<file path="config.mk">
export PLATFORM = sky130hd
export DESIGN_NAME = mux_scan_ctrl
export DESIGN_NICKNAME = d
export VERILOG_FILES = /design/src/rtl/mux_scan_ctrl.sv
export SDC_FILE = /design/constraint.sdc
export NUM_CORES = 1
export LEC_CHECK = 0
export CAP_MARGIN = 20
export CORE_MARGIN = 2
export CORE_UTILIZATION = 44
export DETAILED_ROUTE_END_ITERATION = 6
export GPL_TIMING_DRIVEN = 0
export PLACE_DENSITY = 0.79
export REMOVE_ABC_BUFFERS = 1
export SLEW_MARGIN = 20
export SYNTH_ARGS = -nofsm -noshare
export SYNTH_HDL_FRONTEND = slang
export SYNTH_SLANG_ARGS = --single-unit
</file>
<file path="constraint.sdc">
create_clock -name clk -period 5.15 [get_ports clk]
set_input_delay 1.03 -clock clk [delete_from_list [all_inputs] [get_ports clk]]
set_output_delay 1.03 -clock clk [all_outputs]
set_load 0.03 [all_outputs]
</file>
<file path="src/rtl/mux_scan_ctrl.sv">
// Scan controller for the 31:1 selector: walks sel_o over every input, packs the selector
// output into a snapshot and presents it on a valid/ready handshake.
module mux_scan_ctrl #(
    parameter int unsigned NUM_INPUTS = 31,
    parameter int unsigned SEL_W      = 5,
    parameter int unsigned DATA_W     = 2
) (
    input  logic                         clk,
    input  logic                         reset,
    input  logic                         start,
    output logic [SEL_W-1:0]             sel_o,
    input  logic [DATA_W-1:0]            mux_out_i,
    output logic [NUM_INPUTS*DATA_W-1:0] snap_data,
    output logic                         snap_valid,
    input  logic                         snap_ready,
    output logic                         busy,
    output logic [7:0]                   scan_cnt
);

    localparam int unsigned SnapW = NUM_INPUTS * DATA_W;
    localparam logic [SEL_W-1:0] LastIdx = SEL_W'(NUM_INPUTS - 1);

    typedef enum logic [1:0] {
        StIdle,
        StScan,
        StHold
    } state_e;

    state_e             state_q, state_d;
    logic [SEL_W-1:0]   sel_q, sel_d;
    logic [SnapW-1:0]   snap_q, snap_d;
    logic               valid_q, valid_d;
    logic               busy_q, busy_d;
    logic [7:0]         cnt_q, cnt_d;

    always_comb begin
        state_d = state_q;
        sel_d   = sel_q;
        snap_d  = snap_q;
        valid_d = valid_q;
        busy_d  = busy_q;
        cnt_d   = cnt_q;
        unique case (state_q)
            StIdle: begin
                sel_d   = '0;
                valid_d = 1'b0;
                busy_d  = 1'b0;
                if (start) begin
                    state_d = StScan;
                    busy_d  = 1'b1;
                end
            end
            StScan: begin
                for (int i = 0; i < NUM_INPUTS; i++) begin
                    if (sel_q == SEL_W'(i)) begin
                        snap_d[i*DATA_W +: DATA_W] = mux_out_i;
                    end
                end
                // The last capture returns sel to 0 so the unused index is never driven.
                if (sel_q == LastIdx) begin
                    state_d = StHold;
                    sel_d   = '0;
                    valid_d = 1'b1;
                end else begin
                    sel_d = sel_q + 1'b1;
                end
            end
            StHold: begin
                if (snap_ready) begin
                    state_d = StIdle;
                    valid_d = 1'b0;
                    busy_d  = 1'b0;
                    cnt_d   = cnt_q + 8'd1;
                end
            end
            default: begin
                state_d = StIdle;
                sel_d   = '0;
                valid_d = 1'b0;
                busy_d  = 1'b0;
            end
        endcase
    end

    always_ff @(posedge clk or posedge reset) begin
        if (reset) begin
            state_q <= StIdle;
            sel_q   <= '0;
            snap_q  <= '0;
            valid_q <= 1'b0;
            busy_q  <= 1'b0;
            cnt_q   <= '0;
        end else begin
            state_q <= state_d;
            sel_q   <= sel_d;
            snap_q  <= snap_d;
            valid_q <= valid_d;
            busy_q  <= busy_d;
            cnt_q   <= cnt_d;
        end
    end

    assign sel_o      = sel_q;
    assign snap_data  = snap_q;
    assign snap_valid = valid_q;
    assign busy       = busy_q;
    assign scan_cnt   = cnt_q;

endmodule
</file>
==> results by group <==
Clock network
  – Setup bufs post-CTS: 0
  – Root Buffer Master: clkbuf_8
  – Hold-fix buffers, CTS: 0
  – Total CTS buffers: 9
  – Worst-skew pair later-pin latency: 0.34 ns
  – Register clock-pin slew on the reported worst setup and hold paths: 0.08 ns
  – TritonCTS clock tree: yes
  – CTS Sinks: 79
  – Clock buffer depth: 2
  – Post-CTS Resized: 0
  – H-tree levels: 3

GRT
  – Initial antenna violation count: 0
  – First-pass GRT wire length: 12,000 um
  – Pin count of the biggest net entering global routing: 47
  – Grt ovf: 0
  – Number of global-route vias before repair: 2,388
  – GRT Resource Usage Total: 17.7%

STA
  – Worst-Margin Slew: 1.02 ns
  – Fmax: 340 MHz
  – Hold slack final: 0.483 ns
  – Setup TNS: 0 ns
  – Fin. Hold Viols: 0
  – # setup viols final: 0
  – Max-slew headroom: 31.9%
  – RSZ-0062 raised after global routing: no
  – Max Slew Vio Count: 0
  – Final Worst Setup Slack: 2.21 ns
  – Clock period minus worst slack: 2.94 ns
  – Period utilisation layout: 57.1%
  – Worst Skew: 0.0101 ns

Status
  – Outcome: completed

Worst setup path
  – WS Path Type: flip-flop to primary output
  – Startpoint types: flip-flop
  – WP data required: 4.12 ns
  – CP max FO: 19
  – Flop2flop setup slack: 3.02 ns
  – Crit path depth: 1
  – Delay-heaviest family, CP: buffers and inverters
  – Crit Reg-Reg Startpoint: state_q[0]
  – Reg2reg path depth: 3
  – CP Launch Point: sel_o[2]
  – CP Capture Type: primary output
  – WP data arrival: 1.91 ns
  – Crit path to: sel_o[2]
  – Critical Path Slowest Stage Cell: clkdlybuf4s50_1
  – Worst-path cell chain: clkdlybuf4s50_1
  – Reg2reg end: snap_data[8]
  – Worst path buffer plus inverter count: 1
  – Worst stage delay on the critical path: 0.80 ns

Routing
  – WL per Instance: 15.8 um
  – Max Used Layer: met4
  – Final wirelength: 7050 um
  – Met1 WL: 3310 um
  – First drt pass iteration count: 4
  – Residual DRC: 0
  – Vias per Instance: 5.07
  – WL met3: 351 um
  – Routed wl met2: 3340 um
  – Vias: 2,268
  – Post-route ant nets: 0
  – Initial DRC Count: 70

Placement
  – Placement Setup Slack: 2.36 ns
  – GPL Wtd Cong: 0.808
  – Number of port buffers: 82
  – HPWL Detailed: 4840 um

Layout
  – Layout cells sized above 1: 20.9%
  – Most common cell after layout, fill and taps aside: clkdlybuf4s50_1
  – Number of nets in the layout: 352
  – Utilization after layout: 59.8%
  – Antenna Cells: 0
  – Area grow syn2layout: 32.5%
  – Most frequent cells in the layout: 80 x clkdlybuf4s50_1, 79 x dfrtp_1, 41 x mux2_2

Die
  – Die Area: 8560 um^2
  – Initial core utilization: 45.1%
  – Core Area: 7650 um^2
  – Top Ports: 83
  – Chip width: 92.5 um
  – Cell Rows: 32
  – Die height: 92.5 um

Yosys
  – Multiplexer share of the synthesized area: 20.6%
  – Adder-Cell Fraction of Synth Area: 2.18%
  – Compound-Gate Fraction of Synth Area: 2.03%
  – Synth unique cells: 31
  – Largest family of logic cells by synthesized area: multiplexers
  – Sequential area share after synthesis: 57.3%
  – Avg Inst Size Synth: 13.4 um^2
  – Simple-Gate Fraction of Synth Area: 13.7%
  – Cell area after synthesis: 3450 um^2
  – #FFs+latches synth: 79
  – Synth Area in XOR/XNOR: 2.03%
  – Mapped Cells: 258
  – Yosys Warn Count: 0

Pwr
  – Pwr/cell area: 664 nW/um^2
  – Lkg Pwr: 1.99 nW
  – Power, Total: 3.03 mW
  – VDD IR max: 402 uV

Min path
  – Hold Crit Class: flip-flop to flip-flop

Flow run
  – Max-cap violations: 0
-- area by class of cell --
class	instances	area, um^2
fill	625	3080
sequential	79	1980
multi-input combinational	163	1400
timing repair buffer	83	838
clock buffer	10	128
tap	102	128
clock inverter	6	85.1
inverter	4	17.5
-- how the worst min path moves through the flow --
| stage | slack [ns] | cells past startpoint | end | from |
|---|---|---|---|---|
| final | 0.48 | 1 | scan_cnt[7] | scan_cnt[7] |
| after CTS | 0.48 | 1 | scan_cnt[7] | scan_cnt[7] |
| after global placement | 0.46 | 1 | scan_cnt[7] | scan_cnt[7] |
| after detailed placement | 0.47 | 1 | scan_cnt[7] | scan_cnt[7] |
| after floorplan | 0.59 | 1 | state_q[0] | state_q[0] |
| after global routing | 0.51 | 1 | snap_valid | snap_valid |
-- per-layer routing --
layer	up-vias	GRT usage (%)
met5	-	0
met1	1142	23.6
met4	0	4.48
met2	54	29.0
met3	6	4.80
li1	1066	-
-- kinds of logic after synthesis --
logic type	Yosys count
AO/OA/AOI/OAI	12
XOR/XNOR	8
adder cells (fa/ha/maj)	6
buffers and inverters	16
flip-flops	79
multiplexers	63
AND/OR/NAND/NOR	74
-- state kept, by name, summed over array words and instances (netlist names) --
name        count
busy            1
scan_cnt        8
sel_o           5
snap_data      62
snap_valid      1
state_q         2
-- report_power, final --
part	leakage [nW]	internal (mW)	switching, mW
sequential	1.01	0.862	0.181
clock	0.102	0.271	0.220
combinational	0.876	0.648	0.853
total	1.99	1.78	1.25
-- Yosys cell counts --
| cell type | count | share of area (%) |
|---|---|---|
| a21o_1 | 2 | 0.44 |
| a22oi_1 | 1 | 0.22 |
| and2_1 | 1 | 0.18 |
| and2b_1 | 1 | 0.22 |
| and3_1 | 3 | 0.54 |
| and3b_1 | 1 | 0.25 |
| and4b_1 | 1 | 0.29 |
| buf_2 | 4 | 0.58 |
| buf_6 | 1 | 0.33 |
| clkbuf_1 | 6 | 0.65 |
| clkbuf_2 | 1 | 0.14 |
| dfrtp_1 | 79 | 57 |
| ha_1 | 6 | 2.2 |
| inv_1 | 4 | 0.44 |
| mux2_1 | 22 | 7.2 |
| mux2_2 | 41 | 13 |
| nand2_1 | 6 | 0.65 |
| nand2b_1 | 4 | 0.73 |
| nand3_1 | 18 | 2.6 |
| nand3b_1 | 10 | 2.2 |
| nand4_1 | 2 | 0.36 |
| nor2_1 | 12 | 1.3 |
| nor2_2 | 1 | 0.18 |
| nor2_4 | 10 | 3.3 |
| nor2b_1 | 2 | 0.36 |
| nor3b_2 | 1 | 0.36 |
| o21ai_0 | 7 | 1.0 |
| o22ai_1 | 2 | 0.36 |
| or3b_1 | 1 | 0.25 |
| xnor2_1 | 7 | 1.8 |
| xor2_1 | 1 | 0.25 |
-- through the flow --
step / area, um^2 / cells
floorplan: 3390 / 246
global placement: 4340 / 430
CTS: 4580 / 447
finish: 4570 / 447
detailed placement: 4370 / 431
global route: 4570 / 447
(Power assumes the default switching activity.)
